File: config.mk
export PLATFORM = sky130hd
export DESIGN_NAME = led_fader
export DESIGN_NICKNAME = d
export VERILOG_FILES = /design/src/rtl/led_fader_pkg.sv /design/src/rtl/led_fader_chan.sv /design/src/rtl/led_fader.sv
export SDC_FILE = /design/constraint.sdc
export NUM_CORES = 2
export LEC_CHECK = 0
export BUFFER_PORTS_ARGS = -buffer_cell sky130_fd_sc_hd__buf_2
export CAP_MARGIN = 20
export CORE_ASPECT_RATIO = 0.8
export CORE_UTILIZATION = 47
export DETAILED_ROUTE_END_ITERATION = 7
export PLACE_DENSITY = 0.62
export REMOVE_ABC_BUFFERS = 1
export SLEW_MARGIN = 10
export SYNTH_ARGS = -nofsm -noshare
export SYNTH_HDL_FRONTEND = slang
export SYNTH_SLANG_ARGS = --single-unit
File: constraint.sdc
create_clock -name clk -period 3 [get_ports clk]
set_input_delay 0.45 -clock clk [delete_from_list [all_inputs] [get_ports clk]]
set_output_delay 0.45 -clock clk [all_outputs]
set_load 0.02 [all_outputs]
File: src/rtl/led_fader_pkg.sv
// Shared types and the duty mapping for the LED fader.
// Define LED_FADER_GAMMA_EN for a squared (perceptual) brightness curve; the default is linear.
package led_fader_pkg;

  typedef enum logic [1:0] {
    ST_OFF       = 2'd0,
    ST_RAMP_UP   = 2'd1,
    ST_ON        = 2'd2,
    ST_RAMP_DOWN = 2'd3
  } chan_state_e;

  // Widest brightness supported by duty_f; channels cast in and out of this width.
  localparam int unsigned DUTY_W_MAX = 16;

  function automatic logic [DUTY_W_MAX-1:0] duty_f(input logic [DUTY_W_MAX-1:0] b,
                                                   input int unsigned            bw);
`ifdef LED_FADER_GAMMA_EN
    logic [2*DUTY_W_MAX-1:0] prod;
    prod = {{DUTY_W_MAX{1'b0}}, b} * {{DUTY_W_MAX{1'b0}}, b};
    prod = prod >> bw;
    return prod[DUTY_W_MAX-1:0];
`else
    logic [DUTY_W_MAX-1:0] mask;
    mask = DUTY_W_MAX'((32'd1 << bw) - 32'd1);
    return b & mask;
`endif
  endfunction

endpackage

File: src/rtl/led_fader_chan.sv
// One fade channel: ramp FSM, brightness level b, and the registered PWM pin.
// Duty curve follows LED_FADER_GAMMA_EN through led_fader_pkg::duty_f.
module led_fader_chan
  import led_fader_pkg::*;
#(
  parameter int unsigned BW = 8
) (
  input  logic          clk,
  input  logic          rst,
  input  logic          req,
  input  logic          period_end,
  input  logic [BW-1:0] pwm_cnt,
  input  logic          bypass,
  output logic          led,
  output logic          ramping
);

  localparam logic [BW-1:0] MAX = '1;

  chan_state_e   state_q, state_d;
  logic [BW-1:0] b_q, b_d;
  logic [BW-1:0] duty;
  logic          led_q, led_d;

  assign duty = BW'(duty_f(DUTY_W_MAX'(b_q), BW));

  always_comb begin
    // NOTE: every variable gets a default first, so no path leaves one unassigned and no latch is inferred.
    state_d = state_q;
    b_d     = b_q;
    if (period_end) begin
      unique case (state_q)
        ST_OFF: begin
          if (req) begin
            b_d     = BW'(1);
            state_d = ST_RAMP_UP;
          end
        end
        ST_ON: begin
          if (!req) begin
            b_d     = MAX - 1'b1;
            state_d = ST_RAMP_DOWN;
          end
        end
        ST_RAMP_UP, ST_RAMP_DOWN: begin
          // b stays within 1..MAX-1 while ramping, so neither step can wrap.
          if (req) begin
            b_d     = b_q + 1'b1;
            state_d = (b_d == MAX) ? ST_ON : ST_RAMP_UP;
          end else begin
            b_d     = b_q - 1'b1;
            state_d = (b_d == '0) ? ST_OFF : ST_RAMP_DOWN;
          end
        end
      endcase
    end
  end

  always_comb begin
    led_d = 1'b0;
    if (bypass) begin
      led_d = req;
    end else begin
      unique case (state_q)
        ST_ON:   led_d = 1'b1;
        ST_OFF:  led_d = 1'b0;
        default: led_d = (duty > pwm_cnt);
      endcase
    end
  end

  always_ff @(posedge clk or negedge rst) begin
    // NOTE: sequential state uses non-blocking assignments so all flops update from pre-edge values.
    if (!rst) begin
      state_q <= ST_OFF;
      b_q     <= '0;
      led_q   <= 1'b0;
    end else begin
      state_q <= state_d;
      b_q     <= b_d;
      led_q   <= led_d;
    end
  end

  assign led     = led_q;
  assign ramping = (state_q == ST_RAMP_UP) || (state_q == ST_RAMP_DOWN);

endmodule

File: src/rtl/led_fader.sv
// PWM fader between the LED register and the board pins: shared prescaler and PWM counter,
// one led_fader_chan per pin, registered busy flag. Gamma curve via LED_FADER_GAMMA_EN.
module led_fader
  import led_fader_pkg::*;
#(
  parameter int unsigned N_LEDS       = 32,
  parameter int unsigned BW           = 8,
  parameter int unsigned PRESCALE_DIV = 100
) (
  input  logic              clk,
  input  logic              rst,
  input  logic [N_LEDS-1:0] leds_i,
  input  logic              bypass_i,
  output logic [N_LEDS-1:0] led_o,
  output logic              busy_o
);

  localparam int unsigned      PS_W    = (PRESCALE_DIV > 1) ? $clog2(PRESCALE_DIV) : 1;
  localparam logic [PS_W-1:0]  PS_LAST = PS_W'(PRESCALE_DIV - 1);
  localparam logic [BW-1:0]    MAX     = '1;

  logic [PS_W-1:0]   presc_q, presc_d;
  logic [BW-1:0]     pwm_cnt_q, pwm_cnt_d;
  logic              busy_q, busy_d;
  logic              tick;
  logic              period_end;
  logic [N_LEDS-1:0] ramping;

  // With PRESCALE_DIV == 1 the prescaler is pinned at 0 and ticks every clock.
  assign tick       = (presc_q == PS_LAST);
  assign period_end = tick && (pwm_cnt_q == MAX);

  always_comb begin
    presc_d   = tick ? '0 : presc_q + 1'b1;
    pwm_cnt_d = tick ? pwm_cnt_q + 1'b1 : pwm_cnt_q;
    busy_d    = |ramping;
  end

  always_ff @(posedge clk or negedge rst) begin
    if (!rst) begin
      presc_q   <= '0;
      pwm_cnt_q <= '0;
      busy_q    <= 1'b0;
    end else begin
      presc_q   <= presc_d;
      pwm_cnt_q <= pwm_cnt_d;
      busy_q    <= busy_d;
    end
  end

  for (genvar i = 0; i < N_LEDS; i++) begin : g_chan
    led_fader_chan #(
      .BW(BW)
    ) u_chan (
      .clk       (clk),
      .rst       (rst),
      .req       (leds_i[i]),
      .period_end(period_end),
      .pwm_cnt   (pwm_cnt_q),
      .bypass    (bypass_i),
      .led       (led_o[i]),
      .ramping   (ramping[i])
    );
  end

  assign busy_o = busy_q;

endmodule

* After elaboration in Yosys (flattened, before gate mapping)
Index checks and enable logic that the tools add are counted.
Word-level totals: bits in registers 368, input port bits 35, output and inout port bits 33, logic and storage cells 938
Operators by class: add/subtract/negate cells 66, $lt $le $gt $ge 32, equality and inequality tests 194, multiplexer cells 385, reductions and logical operators 162
Operators with widths (count):
- $mux 8 | 96
- $pmux 8 s3 | 32
- $mux 2 | 160
- $add 8x1->8 const B | 33
- $eq 8x8->1 const B | 33
- $gt 8x8->1 | 32
- $logic_not 8->1 | 32
- $sub 8x1->8 const B | 32
- $pmux 2 s3 | 32
- $eq 2x2->1 const B | 64
- $ne 2x2->1 const B | 64
- $reduce_and 3->1 | 32
- $eq 2x1->1 const B | 32
- $logic_not 2->1 | 32
- $pmux 1 s2 | 32
- $reduce_or 2->1 | 32
- $logic_or 1x1->1 | 32
- $mux 1 | 32
- $reduce_or 32->1 | 1
- $add 7x1->7 const B | 1
- $eq 7x7->1 const B | 1
- $mux 7 | 1
- $logic_and 1x1->1 | 1

* Logic depth before layout (Yosys ltp)
depth in word-level cells 5, gate-level depth with buffers 10, gate-level depth less buffers 8

* Hierarchy
Synthesis repeated with hierarchy kept, for this count alone.
Unflattened totals: cells, all modules 5116, area, all modules 40412.5 um^2
By module, submodules not included:
- led_fader_chan (g_chan[0].u_chan ...) | times used 28, cells each 157, area each 1237.4 um^2, sequential area each 275.3 um^2
- led_fader_chan (g_chan[7].u_chan ...) | times used 3, cells each 164, area each 1257.5 um^2, sequential area each 275.3 um^2
- led_fader_chan (g_chan[6].u_chan) | times used 1, cells each 157, area each 1204.9 um^2, sequential area each 275.3 um^2
- led_fader | times used 1, cells each 71, area each 787.0 um^2, sequential area each 400.4 um^2

* Worst setup path after synthesis
Ideal clock, no wire load.
path type reg2reg, start reg pwm_cnt_q[0], end reg g_chan[15].u_chan.b_q[5], arrival 2.403 ns, slack 0.474 ns, cell stages (with the launch flop) 9, clock period less this slack 2.526 ns, path through dfrtp_1 -> ha_1 -> and4_4 -> buf_8 -> buf_6 -> nand3_2 -> a21oi_1 -> a21oi_1 -> o221a_2
On the way: word-level cells in the longest chain between the ends 3
RTL lines:
- start, declared | RTL line led_fader.sv:23 | logic [BW-1:0] pwm_cnt_q, pwm_cnt_d;
- start signal, assigned | RTL line led_fader.sv:46 | pwm_cnt_q <= pwm_cnt_d;
- $eq 8x8->1 | RTL line led_fader.sv:31 | assign period_end = tick && (pwm_cnt_q == MAX);
- $logic_and 1x1->1 | RTL line led_fader.sv:31
- $reduce_and 3->1 (no line)
- end signal, assigned | RTL line led_fader_chan.sv:76 | b_q <= '0;
- end signal, assigned | RTL line led_fader_chan.sv:80 | b_q <= b_d;
- end, declared | RTL line led_fader_chan.sv:21 | logic [BW-1:0] b_q, b_d;
No other way between the ends. A chain may end at the register's enable or synchronous reset.

* Worst setup path after layout
start reg presc_q[0], end reg g_chan[9].u_chan.b_q[5]
On the way: word-level cells in the longest chain between the ends 3
RTL lines:
- start, declared | RTL line led_fader.sv:22 | logic [PS_W-1:0] presc_q, presc_d;
- start signal, assigned | RTL line led_fader.sv:45 | presc_q <= presc_d;
- $eq 7x7->1 | RTL line led_fader.sv:30 | assign tick = (presc_q == PS_LAST);
- $logic_and 1x1->1 | RTL line led_fader.sv:31
- $reduce_and 3->1 (no line)
- end signal, assigned | RTL line led_fader_chan.sv:76
- end signal, assigned | RTL line led_fader_chan.sv:80
- end, declared | RTL line led_fader_chan.sv:21
No other way between the ends.

==> metrics.txt <==
count leader, synth=ha_1; P_leak=16.3 nW; delay-heaviest family, CP=simple AND/OR/NAND/NOR gates; Syn Area/Cell=7.90 µm²; drt first pass iters=6; dominant cell type by area after synthesis=dfrtp_1; Period Utilization, post-route=0.868; Ports=68; DR DRC count=0; Starting Density=0.479; Int Pwr=0.00943 W; TritonCTS buffer count=47; max incr delay on CP=about 370 ps; Async SR Flop Fraction=1.00; CTS root buf=clkbuf_16; maximum clock insertion buffer count=3; TritonCTS clock tree=yes; Placed Area=just under 40000 µm²; FMAX=384 MHz; DRT iter0 DRCs=3806; GP Congestion=0.883; final core occ=0.507; Post-synth EDFFs=0; DR vias/cell=6.34; pre-CTS WS=442 ps; cell row count=93; Antenna Nets Post-Route=0; Switching Share=0.248; layout cell share with drive strength beyond 1=0.0777; # placed instances=5703; Layout Nets=between 5000 and 6000; global-route wire length before repair=186000 µm; top post-synthesis cells by area=dfrtp_1 (24%), ha_1 (12%), a21oi_1 (4.8%); post-synth top area share=0.237; Die Ht=259 µm; register share of total power=0.405; Mapped Area=38900 µm²; Distinct cells, synth=105; Gate power share=0.067; Peak VDD IR=0.399 mV; Sw Pwr=0.00312 W; initial antenna violation count=10; Max Clock Skew=21.5 ps; total clock sinks=between 300 and 400; area delta synth->final=5.77%; GRT Overall Usage=0.269; critical-path cell with the highest stage delay=buf_4; CP Launch Type=register; Core Box Area=81200 µm²; CTS H-tree lvls=2; Synth Instances=between 4000 and 5000; IO buf count=67; vias in the first global route=33300; CP max FO=13; Max-cap violations=0; largest net degree at the start of global routing=75; worst rel slew slack=0.321; crit path cell chain=ha_1 > and4bb_4 > and4_4 > buf_4 > nand3_1 > o21a_1 > o22ai_1 > a221oi_1; kind of critical path=reg2reg; min cycle time layout=2600 ps; Final WS setup=397 ps; Final Max Slew Viols=0; RSZ-0062 raised after global routing=no; clock slew at reported path FFs=60 ps; Clk network pwr share=0.528; Vias=36700; FF+latch count, synth=between 300 and 400; Skew-Pair Late Insertion Delay=620 ps; final HPWL from detailed placement=75900 µm; total grt overflow=0; Setup crit end kind=register; PD cells=305 nW/µm²; fin cells=5793; Crit path buffers/inverters=1; status=finished, final reports clean; Hold Path Class=in2reg; proportion of synthesized chip area in sequential cells=0.237; Tightest Pin Transition=1020 ps; Pwr Total=between 0.01 and 0.015 W; drt total wl=114000 µm; post-CTS setup buffers=0; Synth top cells by count=ha_1 (386), a21oi_1 (370), dfrtp_1 (368); Final Hold Fails=0; Final Cell Area=between 40000 and 50000 µm²; wire length per cell=19.6 µm; Die ar.=84000 µm²; die width=324 µm; Synth Flop Type=dfrtp_1; Warnings, synthesis=0; final setup violation count=0; Worst EP required=3450 ps; crit path DAT=approximately 3100 ps
## state kept, by name, indices dropped and copies added (netlist names), named ones only
register / cells
busy_o: 1
g_chan.u_chan.b_q: 256
g_chan.u_chan.led: 32
g_chan.u_chan.state_q: 32
presc_q: 7
pwm_cnt_q: 8
## cell families after synthesis
group / after synthesis / synth area share
compound gates: 1705 / 0.301
xor+xnor: 173 / 0.0389
fa+ha+maj: 386 / 0.124
buf+inv: 771 / 0.0859
flops: 368 / 0.237
mux: 40 / 0.0111
simple gates: 1484 / 0.202
## metrics by stage
stage | TNS [ps] | hold slack, ps
3_3_place_gp | 0 | 387
6_report | 0 | 302
4_1_cts | 0 | 253
2_1_floorplan | -556900 | 154
3_5_place_dp | 0 | 386
5_1_grt | 0 | 326
## layer usage
layer | global-route usage | part of all wire | up-vias
met5 | 0 | 0.00052 | -
met4 | 0.0717 | 0.022 | 10
met3 | 0.0399 | 0.064 | 154
met2 | 0.394 | 0.42 | 1095
met1 | 0.405 | 0.49 | 17600
li1 | - | - | 17900
## worst min-delay path: cells and delay by family
family / cells / cell delay [ps]
buf+inv: 2 / 350
compound gates: 1 / 60
## cells in the final DEF (no fill, tap or decap), types with 125 or more instances in the layout
master and instances:
a211o_1 133, a21oi_1 370, a22oi_1 149, dfrtp_1 367
ha_1 386, inv_1 293, nand2_1 317, nand3_1 331
nor2_1 222, o211ai_1 133, o21ai_0 258, xnor2_1 125
## worst paths after layout
kind | endpoint | start | depth (start not counted) | slack, ps
setup reg to reg | g_chan[9].u_chan.b_q[5]$_DFFE_PN0P_ | presc_q[0]$_DFF_PN0_ | 8 | 400
max in group asynchronous | g_chan[14].u_chan.led$_DFF_PN0_ | rst | 3 | 1860
hold reg to reg | presc_q[0]$_DFF_PN0_ | presc_q[0]$_DFF_PN0_ | 1 | 460
setup / recovery | g_chan[9].u_chan.b_q[5]$_DFFE_PN0P_ | presc_q[0]$_DFF_PN0_ | 8 | 400
min in group asynchronous | g_chan[12].u_chan.b_q[2]$_DFFE_PN0P_ | rst | 2 | 340
hold / removal | g_chan[3].u_chan.led$_DFF_PN0_ | leds_i[3] | 3 | 300
## power by group through the flow
stage	Clock [W]	Combinational (W)	Sequential [W]
floorplan	0	0.000376	0.00519
global placement	0	0.000836	0.00517
detailed placement	0	0.000842	0.00517
CTS	0.00680	0.000848	0.00508
global route	0.00695	0.000941	0.00509
finish	0.00663	0.000840	0.00508
## area by class of cell
| type | count | area (µm²) |
|---|---|---|
| tap | 1092 | 1370 |
| clock inverter | 20 | 355 |
| sequential | 368 | 9210 |
| antenna | 3 | 7.51 |
| inverter | 305 | 1140 |
| fill | 7788 | 40100 |
| multi-input combinational | 3788 | 26400 |
| timing repair buffer | 151 | 1270 |
| clock buffer | 66 | 1420 |
## what timing repair did
item                                   CTS  global route
gates resized for setup                  0             0
endpoints found under the hold margin   36             0
hold buffers                             1             0
No activity file was read; power rests on OpenSTA's default activity.
